File: src/rtl/dual_port_ram_arbiter_pkg.sv
`default_nettype none
// ============================================================================
// Package  : dual_port_ram_arb_pkg
// Brief    : Shared constants and helpers for the dual-port RAM arbiter.
// Revision : 1.0 - initial release
// ============================================================================
package dual_port_ram_arb_pkg;

  localparam logic [0:0] c_ST_IDLE  = 1'b0;
  localparam logic [0:0] c_ST_BURST = 1'b1;

  // Requester-ID width; a single requester still needs one bit to carry an ID.
  function automatic int calc_idw(input int num_req);
    return (num_req <= 2) ? 1 : $clog2(num_req);
  endfunction

endpackage
`default_nettype wire

File: src/rtl/dual_port_ram_arbiter_rr_arbiter.sv
`default_nettype none
// ============================================================================
// Module   : rr_arbiter
// Brief    : Combinational round-robin picker with next-pointer calculation.
// Revision : 1.0 - initial release
// ============================================================================
module rr_arbiter #(
  parameter int NUM_REQ = 2,
  parameter int PTRW    = 1
) (
  input  logic [NUM_REQ-1:0] req,
  input  logic [PTRW-1:0]    ptr,
  input  logic               update,
  output logic [NUM_REQ-1:0] grant,
  output logic [PTRW-1:0]    next_ptr
);

  logic            w_found;
  logic [PTRW-1:0] w_idx;
  logic [PTRW-1:0] w_cand;

  // Scan upward from the pointer with wrap; the first valid requester wins.
  always_comb begin
    w_found  = 1'b0;
    w_idx    = '0;
    w_cand   = '0;
    grant    = '0;
    next_ptr = ptr;
    for (int k = 0; k < NUM_REQ; k++) begin
      w_cand = PTRW'((int'(ptr) + k) % NUM_REQ);
      if (!w_found && req[w_cand]) begin
        w_found = 1'b1;
        w_idx   = w_cand;
      end
    end
    grant[w_idx] = w_found;
    if (update && w_found) begin
      next_ptr = (w_idx == PTRW'(NUM_REQ - 1)) ? '0 : w_idx + PTRW'(1);
    end
  end

endmodule
`default_nettype wire

File: src/rtl/dual_port_ram_arbiter.sv
`default_nettype none
// ============================================================================
// Module   : dual_port_ram_arbiter
// Brief    : Round-robin burst read / single-word write arbiter for one RAM.
// Revision : 1.0 - initial release
// ============================================================================
module dual_port_ram_arbiter
  import dual_port_ram_arb_pkg::*;
#(
  parameter  int NUM_REQ   = 2,
  parameter  int RAM_WIDTH = 64,
  parameter  int ADDR_LINE = 6,
  localparam int IDW       = calc_idw(NUM_REQ)
) (
  input  logic                             clk,
  input  logic                             rst,
  input  logic [NUM_REQ-1:0]               rd_req_valid,
  output logic [NUM_REQ-1:0]               rd_req_ready,
  input  logic [NUM_REQ*ADDR_LINE-1:0]     rd_req_addr,
  input  logic [NUM_REQ*(ADDR_LINE+1)-1:0] rd_req_len,
  output logic                             rd_rsp_valid,
  output logic [IDW-1:0]                   rd_rsp_id,
  output logic                             rd_rsp_last,
  output logic [RAM_WIDTH-1:0]             rd_rsp_data,
  input  logic [NUM_REQ-1:0]               wr_req_valid,
  output logic [NUM_REQ-1:0]               wr_req_ready,
  input  logic [NUM_REQ*ADDR_LINE-1:0]     wr_req_addr,
  input  logic [NUM_REQ*RAM_WIDTH-1:0]     wr_req_data,
  output logic                             ram_rd_en,
  output logic [ADDR_LINE-1:0]             ram_rd_addr,
  input  logic [RAM_WIDTH-1:0]             ram_rd_data,
  output logic                             ram_wr_en,
  output logic [ADDR_LINE-1:0]             ram_wr_addr,
  output logic [RAM_WIDTH-1:0]             ram_wr_data
);

  localparam int LW = ADDR_LINE + 1;

  logic [0:0]           r_state;
  logic [IDW-1:0]       r_rd_ptr;
  logic [IDW-1:0]       r_wr_ptr;
  logic [ADDR_LINE-1:0] r_base;
  logic [LW-1:0]        r_len;
  logic [LW-1:0]        r_cnt;
  logic [IDW-1:0]       r_id;

  logic [NUM_REQ-1:0]   w_rd_grant;
  logic [NUM_REQ-1:0]   w_wr_grant;
  logic [IDW-1:0]       w_rd_next_ptr;
  logic [IDW-1:0]       w_wr_next_ptr;
  logic                 w_rd_hs;
  logic                 w_last;
  logic [ADDR_LINE-1:0] w_sel_addr;
  logic [LW-1:0]        w_sel_len;
  logic [IDW-1:0]       w_sel_id;
  logic [ADDR_LINE-1:0] w_wsel_addr;
  logic [RAM_WIDTH-1:0] w_wsel_data;

  rr_arbiter #(.NUM_REQ(NUM_REQ), .PTRW(IDW)) u_rd_arb (
    .req      (rd_req_valid),
    .ptr      (r_rd_ptr),
    .update   (w_rd_hs),
    .grant    (w_rd_grant),
    .next_ptr (w_rd_next_ptr)
  );

  rr_arbiter #(.NUM_REQ(NUM_REQ), .PTRW(IDW)) u_wr_arb (
    .req      (wr_req_valid),
    .ptr      (r_wr_ptr),
    .update   (!rst),
    .grant    (w_wr_grant),
    .next_ptr (w_wr_next_ptr)
  );

  assign w_rd_hs      = !rst && (r_state == c_ST_IDLE) && (|rd_req_valid);
  assign rd_req_ready = w_rd_grant & {NUM_REQ{!rst && (r_state == c_ST_IDLE)}};
  assign wr_req_ready = w_wr_grant & {NUM_REQ{!rst}};

  // One-hot grants make an OR-style mux sufficient for field selection.
  always_comb begin
    w_sel_addr  = '0;
    w_sel_len   = '0;
    w_sel_id    = '0;
    w_wsel_addr = '0;
    w_wsel_data = '0;
    for (int i = 0; i < NUM_REQ; i++) begin
      if (w_rd_grant[i]) begin
        w_sel_addr = rd_req_addr[i*ADDR_LINE +: ADDR_LINE];
        w_sel_len  = rd_req_len[i*LW +: LW];
        w_sel_id   = IDW'(i);
      end
      if (w_wr_grant[i]) begin
        w_wsel_addr = wr_req_addr[i*ADDR_LINE +: ADDR_LINE];
        w_wsel_data = wr_req_data[i*RAM_WIDTH +: RAM_WIDTH];
      end
    end
  end

  // Address arithmetic is truncated to ADDR_LINE bits so bursts wrap at the top.
  assign ram_rd_en   = (r_state == c_ST_BURST);
  assign ram_rd_addr = r_base + r_cnt[ADDR_LINE-1:0];
  assign w_last      = (r_state == c_ST_BURST) && (r_cnt == r_len - LW'(1));
  assign rd_rsp_data = ram_rd_data;

  always_ff @(posedge clk) begin
    if (rst) begin
      r_state  <= c_ST_IDLE;
      r_rd_ptr <= '0;
      r_base   <= '0;
      r_len    <= '0;
      r_cnt    <= '0;
      r_id     <= '0;
    end else begin
      r_rd_ptr <= w_rd_next_ptr;
      case (r_state)
        c_ST_IDLE: begin
          if (w_rd_hs) begin
            r_base <= w_sel_addr;
            r_len  <= w_sel_len;
            r_id   <= w_sel_id;
            r_cnt  <= '0;
            if (w_sel_len != '0) begin
              r_state <= c_ST_BURST;
            end
          end
        end
        c_ST_BURST: begin
          if (w_last) begin
            r_cnt   <= '0;
            r_state <= c_ST_IDLE;
          end else begin
            r_cnt <= r_cnt + LW'(1);
          end
        end
        default: r_state <= c_ST_IDLE;
      endcase
    end
  end

  // The RAM has one cycle of read latency, so the response tags follow by one.
  always_ff @(posedge clk) begin
    if (rst) begin
      rd_rsp_valid <= 1'b0;
      rd_rsp_last  <= 1'b0;
      rd_rsp_id    <= '0;
    end else begin
      rd_rsp_valid <= ram_rd_en;
      rd_rsp_last  <= w_last;
      rd_rsp_id    <= r_id;
    end
  end

  always_ff @(posedge clk) begin
    if (rst) begin
      r_wr_ptr    <= '0;
      ram_wr_en   <= 1'b0;
      ram_wr_addr <= '0;
      ram_wr_data <= '0;
    end else begin
      r_wr_ptr <= w_wr_next_ptr;
      if (|w_wr_grant) begin
        ram_wr_en   <= 1'b1;
        ram_wr_addr <= w_wsel_addr;
        ram_wr_data <= w_wsel_data;
      end else begin
        ram_wr_en <= 1'b0;
      end
    end
  end

endmodule
`default_nettype wire

File: config.mk
export PLATFORM = sky130hd
export DESIGN_NAME = dual_port_ram_arbiter
export DESIGN_NICKNAME = d
export VERILOG_FILES = /design/src/rtl/dual_port_ram_arbiter_pkg.sv /design/src/rtl/dual_port_ram_arbiter_rr_arbiter.sv /design/src/rtl/dual_port_ram_arbiter.sv
export SDC_FILE = /design/constraint.sdc
export NUM_CORES = 1
export LEC_CHECK = 0
export BUFFER_PORTS_ARGS = -buffer_cell sky130_fd_sc_hd__buf_4
export CAP_MARGIN = 20
export CORE_AREA = 3 3 149 151
export DETAILED_ROUTE_END_ITERATION = 8
export DIE_AREA = 0 0 152 154
export SYNTH_ARGS = -nofsm -noshare
export SYNTH_HDL_FRONTEND = slang
export SYNTH_HIERARCHICAL = 1
export SYNTH_SLANG_ARGS = --single-unit
File: constraint.sdc
create_clock -name clk -period 2.5 [get_ports clk]
set_clock_uncertainty 0.15 [all_clocks]
set_input_delay 0.25 -clock clk [delete_from_list [all_inputs] [get_ports clk]]
set_output_delay 0.25 -clock clk [all_outputs]
set_load 0.02 [all_outputs]
After elaboration in Yosys (flattened, before gate mapping)
Cells that the tools add are included.

Register bits: 98. Input port bits: 236. Output and inout bits: 149. Logic and storage cells: 90.

$add $sub $neg: 7. Order comparisons: 8. Equal/unequal tests: 2. Muxes and demuxes: 39. Bitwise gates (word level): 5. Reduce and logical (&&, ||, !) cells: 16.

Operators by type and width (count): $mux W64 (2); $mux W7 (4); $mux W1 (25); $mux W6 (4); $pmux W7 S2 (1); $lt A1 B2 Y1 const B (6); $logic_and A1 B1 Y1 (9); $and A2 B2 Y2 (4); $add A7 B1 Y7 const B (1); $eq A7 B7 Y1 (1); $reduce_bool A7 Y1 (1); $sub A7 B1 Y7 const B (1); $add A6 B6 Y6 (1); $add A1 B1 Y1 const B (4); $reduce_or A2 Y1 (2); $logic_not A1 Y1 (3); $demux W1 S1 (2); $ge A1 B1 Y1 const B (2); $ne A2 B1 Y1 const B (1); $pmux W1 S2 (1); $reduce_and A2 Y1 (1); $not A1 Y1 (1).

Logic depth before layout (Yosys ltp)
Gate-level depths: netlist of the first run.

Depth in word-level cells: 17. Mapped depth: 8. Depth with buffers taken out: 7.

Hierarchy
Netlist of the first run, hierarchy kept.

By module, submodules not included: dual_port_ram_arbiter (times used 1, cells each 622, area an instance 5133.7 um^2, seq. area each 1961.9 um^2); rr_arbiter (times used 2, cells each 5, area an instance 30.0 um^2, seq. area each 0.0 um^2).

Worst setup path after synthesis of the first run
No wires, ideal clock.

Path kind: register to register. Start: reg r_len[0]. End: reg r_cnt[3]. Library setup time: 0.129 ns. Data arrival time: 1.765 ns. Required time: 2.221 ns. Slack: 0.456 ns. Cell stages (with the launch flop): 8. Buffers on the path: 0. Clock period less this slack: 2.044 ns. Cell sequence: dfxtp_1 > inv_1 > ha_1 > xor2_1 > o211ai_1 > or4b_4 > o21ai_2 > o211ai_1.

Cells in the longest elaborated chain, start to end: 5.

Ends and longest elaborated chain: start: declaration (line dual_port_ram_arbiter.sv:43) `logic [LW-1:0] r_len;`; start signal: assignment (line dual_port_ram_arbiter.sv:119) `r_len <= w_sel_len;`; $sub A7 B1 Y7 (line dual_port_ram_arbiter.sv:102) `assign w_last = (r_state == c_ST_BURST) && (r_cnt == r_len - LW'(1));`; $eq A7 B7 Y1 (line dual_port_ram_arbiter.sv:102); $logic_and A1 B1 Y1 (line dual_port_ram_arbiter.sv:102); $mux W7 (line dual_port_ram_arbiter.sv:128) `if (w_last) begin`; $pmux W7 S2 (line dual_port_ram_arbiter.sv:115) `case (r_state)`; end signal: assignment (line dual_port_ram_arbiter.sv:132) `r_cnt <= r_cnt + LW'(1);`; end: declaration (line dual_port_ram_arbiter.sv:44) `logic [LW-1:0] r_cnt;`.

No other way between the ends. A chain may end at the register's enable or synchronous reset.

Worst setup path after layout of the first run
Start: reg r_cnt[2]. End: out ram_rd_addr[5].

Cells in the longest elaborated chain, start to end: 1.

Ends and longest elaborated chain: $add A6 B6 Y6 (line dual_port_ram_arbiter.sv:101) `assign ram_rd_addr = r_base + r_cnt[ADDR_LINE-1:0];`; end: declaration (line dual_port_ram_arbiter.sv:30) `output logic [ADDR_LINE-1:0] ram_rd_addr,`.

No other way between the ends.

==> results of run 1 <==
[worst reg2reg max path, stage by stage (launching register included)]
cell       delay (ns)
dfxtp_1          0.41
inv_1            0.07
ha_1             0.30
xor2_1           0.14
o211ai_1         0.11
or4b_4           0.59
nor2_2           0.18
a2111oi_0        0.11
[stage by stage]
| stage | instance area (um^2) | utilization | worst slack, ns | std cells |
|---|---|---|---|---|
| 2_1_floorplan | 5190 | - | 0.456 | 632 |
| 6_report | 8010 | 0.382 | 0.151 | 1161 |
| 3_5_place_dp | 6960 | 0.332 | 0.327 | 1070 |
| 5_1_grt | 8010 | 0.382 | 0.00593 | 1161 |
| 3_3_place_gp | 6960 | 0.332 | 0.355 | 1070 |
| 4_1_cts | 8010 | 0.382 | 0.106 | 1161 |
[metal layers]
metal	vias up	part of all wire	GRT usage
met5	-	0	0
met2	208	0.50	0.244
met1	2253	0.40	0.153
met4	0	0.023	0.0509
met3	40	0.071	0.0467
li1	2574	-	-
[report_power, final]
part	internal [mW]	leakage, nW	switching, mW
registers	1.67	0.807	0.0755
clock network	0.779	0.139	0.636
logic	0.597	2.83	0.550
[state kept, by name, indices dropped and copies added, names as in the netlist]
signal and count:
r_len 7, r_cnt 7, r_wr_ptr 1, r_rd_ptr 1
rd_rsp_id 1, ram_wr_en 1, ram_rd_en 1, rd_rsp_valid 1
ram_wr_addr 6, rd_rsp_last 1, ram_wr_data 64, r_id 1
r_base 6
[final timing paths]
check | slack (ns) | cells past startpoint | to
worst max-delay path | 0.15 | 6 | ram_rd_addr[5]
worst min-delay path | 0.02 | 3 | r_base[5]
worst max register to register | 0.30 | 7 | r_cnt[6]
worst min register to register | 0.32 | 1 | rd_rsp_id
[layout make-up]
cell class / instances / area, um^2
fill: 2144 / 12900
multi-input combinational: 415 / 2550
inverter: 14 / 52.6
clock inverter: 6 / 67.6
sequential: 98 / 1960
timing repair buffer: 343 / 2800
tap: 275 / 344
clock buffer: 10 / 229
[layout by cell type (no fill, tap or decap), drive strengths merged]
cell type / instances
a2111oi: 4
a21boi: 5
a21o: 3
a21oi: 78
a222oi: 6
a22oi: 7
a31oi: 2
and2: 3
and3: 2
and4bb: 1
buf: 268
bufinv: 1
clkbuf: 10
clkinv: 4
clkinvlp: 2
dfxtp: 98
dlygate4sd3: 75
fa: 1
ha: 7
inv: 13
mux2i: 70
nand2: 6
nand2b: 1
nand3: 10
nand3b: 1
nand4: 3
nor2: 150
nor2b: 7
nor3: 4
nor4: 2
o211ai: 2
o21ai: 16
o21bai: 2
o22ai: 1
o41ai: 2
or2: 1
or4b: 1
xnor2: 8
xor2: 9
[timing repair]
| action | CTS | global route |
|---|---|---|
| hold buffers | 75 | 0 |
| buffers inserted | 0 | 0 |
| resized for setup | 0 | 0 |
| hold endpoints to repair | 75 | 0 |
[cells by family after synthesis]
| group | after synthesis |
|---|---|
| simple gates | 192 |
| compound gates | 128 |
| buf+inv | 119 |
| flops | 98 |
| mux | 70 |
| xor+xnor | 17 |
| fa+ha+maj | 8 |
==> impl_metrics.py, run 1 <==
metrics = {
    "clocking": {
        "cts_buffer_depth": 2,
        "clk_pin_slew_ns": 0.06,
        "cts_tree": "built",
        "cts_buffers": 9,
        "clock_sinks": 98,
        "insertion_delay_ns": 0.34,
        "h-tree-depth": 3,
        "cts-root-buf": "clkbuf_16",
    },
    "detailed_routing": {
        "viasPerCell": 4.37,
        "firstDrtPassIters": 4,
        "drc": 0,
        "postRouteAntennaNets": 0,
        "vias": 5075,
        "wire_per_inst_um": 14.5,
        "drt-total-wl_um": 16800,
        "drtIter0Drc": 227,
    },
    "sta": {
        "report.final.slew_viol_count": 0,
        "fin_crit_sh": 0.940,
        "maxSlewHeadroom": 0.574,
        "setup_violations": 0,
        "whs_ns": 0.0233,
        "hold_viol": 0,
        "grt_setup_unrepaired": "false",
        "tightestPinTransition_ns": 0.639,
        "clock.fmax_ghz": 0.426,
        "min_period_ns": 2.35,
        "setup_tns_ns": 0,
    },
    "setup_path": {
        "critPathCaptureType": "primary output",
        "path_max_fanout": 8,
        "startpoint_type": "flop",
        "cpMostUsedCell": "a21oi_1",
        "cp_num_buf_inv": 1,
        "crit_chain": "ha_1, a21oi_1, o21bai_1, a21oi_1, xnor2_1, buf_4",
        "arrival_ns": 1.95,
        "critical_path.slowest_cell": "dfxtp_1",
        "crit_family": "compound AO/OA/AOI/OAI gates",
        "worstSetupPathType": "flop to primary output",
        "cp.required_ns": 2.10,
        "crit_path_start": "r_cnt[2]",
        "worst_path_largest_cell_delay_ns": 0.47,
        "critical_path.reg2reg.startpoint": "r_len[0]",
    },
    "pwr": {
        "power_density_nw_per_um2": 539,
        "irDropWorstVdd_mv": 0.259,
        "p_leak_nw": 3.78,
        "total_power_mw": 4.31,
    },
    "yosys": {
        "ys_seq_area_frac": 0.378,
        "yosysWarnings": 6,
        "async_flop_share": 0,
        "avgSynthCellArea_um2": 8.22,
        "synth-edff-count": 0,
        "netlist_area_um2": 5190,
        "ys_types": 44,
        "synth_compound_area_frac": 0.145,
        "synth_area_leaders": "dfxtp_1 38%, mux2i_1 13%, nor2_1 11%",
        "synth_top_family_by_area": "simple AND/OR/NAND/NOR gates",
        "synth_fp_nets": 876,
        "synth_top_area_frac": 0.378,
        "synthAdderAreaFrac": 0.0207,
        "yosys.area_share.simple": 0.157,
        "synth_area_leader_cell": "dfxtp_1",
        "synth_xor_area_frac": 0.0287,
        "syn_inst": 632,
        "yosysMostFrequentCell": "nor2_1",
        "synth_common_cells": "149 x nor2_1, 98 x dfxtp_1, 78 x a21oi_1",
        "synth_mux_area_frac": 0.135,
        "synth_flop_cell": "dfxtp_1",
        "ys_seq_elements": 98,
    },
    "die": {
        "row_count": 53,
        "floorplan.initialDensity": 0.248,
        "pin_count": 385,
        "die_area_um2": 23400,
        "fp.dieH_um": 154,
        "die_w_um": 152,
        "coreArea_um2": 21000,
    },
    "placement": {
        "hpwl_um": 11900,
        "finalWeightedCongestion": 0.795,
        "numPortBuffers": 256,
    },
    "grt": {
        "grt_pass1_vias": 5154,
        "grt_start_max_net_pins": 76,
        "grt_pass1_wl_um": 26600,
        "antenna_found_initial": 0,
        "track_usage": 0.138,
        "gr-total-overflow": 0,
    },
    "final_layout": {
        "fin_nets": 1125,
        "diodes": 0,
        "area_growth_pct": 54.2,
        "drive_above_1_share": 0.328,
    },
    "status": {
        "status": "finished clean",
    },
    "min_path": {
        "min_from": "rd_req_addr[11]",
        "hold_path.class": "input port to flop",
    },
    "flow_run": {
        "maxCapViolCount": 0,
    },
}
Note: power is estimated with default switching activity, not from simulation.
==> run 2, diff against run 1 <==
BUFFER_PORTS_ARGS = -buffer_cell sky130_fd_sc_hd__clkbuf_2   (was -buffer_cell sky130_fd_sc_hd__buf_4)
CORE_AREA = 2 2 148 150   (was 3 3 149 151)
DIE_AREA = 0 0 150 152   (was 0 0 152 154)
==> run 2 against run 1 <==
Effect of this change:
- count of clock-buffer cells in the layout fell by 1
- sequential share of layout area is 2.3 points higher
- global-route usage hardly changed
- clock power is 6% lower
- routed wire length down 6.4%
- non-clock buffer count down 4
- combinational power fell by 12%
- cell count hardly changed
- sequential power hardly changed
==> impl_metrics.py, run 2 (same netlist as run 1, synthesis figures left out) <==
metrics = {
    "status": {
        "status": "finished clean",
    },
    "min_path": {
        "min_from": "wr_req_data[76]",
        "holdPathEnd": "ram_wr_data[12]",
        "holdPathStages": 3,
        "hold_path.class": "input port to flop",
    },
    "sta": {
        "clock.fmax_ghz": 0.425,
        "setup_violations": 0,
        "fin_crit_sh": 0.942,
        "tightestPinTransition_ns": 0.569,
        "report.final.slew_viol_count": 0,
        "maxSlewHeadroom": 0.621,
        "min_period_ns": 2.36,
        "hold_viol": 0,
        "grt_setup_unrepaired": "false",
        "setup_tns_ns": 0,
    },
    "placement": {
        "place_area_um2": 6340,
        "finalWeightedCongestion": 0.803,
        "numPortBuffers": 256,
        "hpwl_um": 11200,
        "numPlacedInstances": 1076,
    },
    "setup_path": {
        "arrival_ns": 1.96,
        "worst_path_largest_cell_delay_ns": 0.35,
        "cp.required_ns": 2.10,
        "startpoint_type": "flop",
        "critPathCaptureType": "primary output",
        "r2r_cells": 7,
        "r2r_slack_ns": 0.30,
        "critical_path.reg2reg.startpoint": "r_len[0]",
        "path_max_fanout": 2,
        "crit_family": "adder cells",
        "r2r-end": "r_cnt[2]",
        "crit_chain": "ha_1, inv_1, fa_2, inv_1, a21o_1, a21oi_1, xnor2_1, buf_4",
        "critical_path.slowest_cell": "fa_2",
        "worstSetupPathType": "flop to primary output",
        "cpMostUsedCell": "inv_1",
        "cp_num_buf_inv": 3,
    },
    "detailed_routing": {
        "drc": 0,
        "drtIter0Drc": 311,
        "wire_per_inst_um": 13.6,
        "firstDrtPassIters": 5,
        "viasPerCell": 4.39,
        "wl_met2_um": 7710,
        "postRouteAntennaNets": 0,
        "met3WireLength_um": 1170,
        "wl_met1_um": 6440,
        "vias": 5099,
        "drt-total-wl_um": 15800,
        "top_layer": "met4",
    },
    "final_layout": {
        "reg_top3": "ram_wr_data: 64 flops, r_cnt: 7 flops, r_len: 7 flops",
        "top_register": "ram_wr_data",
        "drive_above_1_share": 0.337,
        "diodes": 0,
        "layout.cells.non_filler": 1162,
        "final_area_um2": 7330,
        "area_growth_pct": 41.2,
        "layout_common_cells": "254 x clkbuf_2, 149 x nor2_1, 96 x dfxtp_1",
        "fin_nets": 1121,
        "final_common_cell": "clkbuf_2",
        "largest_reg_flops": 64,
    },
    "pwr": {
        "internal_power_mw": 2.82,
        "clkPwrFrac": 0.327,
        "p_leak_nw": 3.59,
        "power_switching_mw": 1.28,
        "pwr-share-comb": 0.247,
        "irDropWorstVdd_mv": 0.279,
        "total_power_mw": 4.10,
        "power_density_nw_per_um2": 559,
        "pwr-share-seq": 0.427,
        "swShare": 0.312,
    },
    "die": {
        "row_count": 54,
        "coreArea_um2": 21400,
        "pin_count": 385,
        "floorplan.initialDensity": 0.243,
        "die_area_um2": 22800,
        "die_w_um": 150,
        "fp.dieH_um": 152,
    },
    "grt": {
        "track_usage": 0.137,
        "gr-total-overflow": 0,
        "grt_pass1_vias": 5061,
        "grt_pass1_wl_um": 25100,
        "grt_start_max_net_pins": 73,
        "antenna_found_initial": 0,
    },
    "clocking": {
        "clk_pin_slew_ns": 0.07,
        "cts_tree": "built",
        "h-tree-depth": 3,
        "cts-root-buf": "clkbuf_16",
        "cts_buffer_depth": 2,
        "clock_sinks": 98,
        "cts_buffers": 9,
        "insertion_delay_ns": 0.35,
    },
    "flow_run": {
        "maxCapViolCount": 0,
    },
}
==> run 2: changes by cell type in the layout (fill, tap and decap cells not counted), sizes merged <==
cell	before	now
clkbuf	10	263
dlygate4sd3	75	70
bufinv	1	0
clkinv	4	3
inv	13	16
buf	268	15
==> run 2: final cells by class <==
type	count	area [um^2]
fillers	2240	14000
multi-input cells	415	2560
repair buffers	339	2130
flip-flops and latches	98	1960
well taps	280	350
clock buffers	9	225
inverters	14	52.6
clock inverters	7	51.3
==> run 2: layer usage <==
metal,vias up,track usage
li1,2569,-
met1,2283,0.157
met2,207,0.230
met3,40,0.0477
met4,0,0.0606
met5,-,0
==> run 2: metrics by stage <==
stage                     hold slack, ns  setup WS (ns)  utilization
after global routing             0.00700         0.0155        0.343
after CTS                        0.00157        0.00214        0.343
after detailed placement           0.314          0.343        0.297
final                             0.0177          0.145        0.343
after floorplan                    0.239          0.456            -
after global placement             0.318          0.345        0.297
==> run 2: worst max-delay path by stage <==
stage,endpoint,slack [ns],startpoint,cells past startpoint
detailed placement,r_cnt[6],0.34,r_len[0],7
floorplan,r_cnt[3],0.46,r_len[0],7
global placement,r_cnt[6],0.34,r_len[0],7
finish,ram_rd_addr[4],0.14,r_cnt[0],8
global route,ram_rd_addr[4],0.02,r_base[0],8
CTS,ram_rd_addr[4],0.002,r_cnt[0],8
==> run 2: worst reg2reg max path, delay by kind of cell, from the launching register on <==
family | cells | cell delay (ns)
buffers and inverters | 1 | 0.07
xor gates and xnor gates | 1 | 0.15
AOI/OAI and AO/OA | 2 | 0.21
adders and majority gates | 1 | 0.30
DFF | 1 | 0.41
and+or+nand+nor | 2 | 0.77
==> run 2: power groups by stage <==
stage | Clock, mW | Sequential (mW) | Combinational (mW)
global placement | 0 | 1.78 | 0.912
detailed placement | 0 | 1.78 | 0.922
global route | 1.47 | 1.77 | 1.12
finish | 1.34 | 1.75 | 1.01
floorplan | 0 | 1.88 | 0.613
CTS | 1.41 | 1.75 | 1.01
==> run 2: repair_timing <==
item,CTS,global route
hold endpoints to repair,70,0
resized for setup,0,6
hold buffers,70,0
endpoints found under the setup margin,0,2
setup buffers,0,0
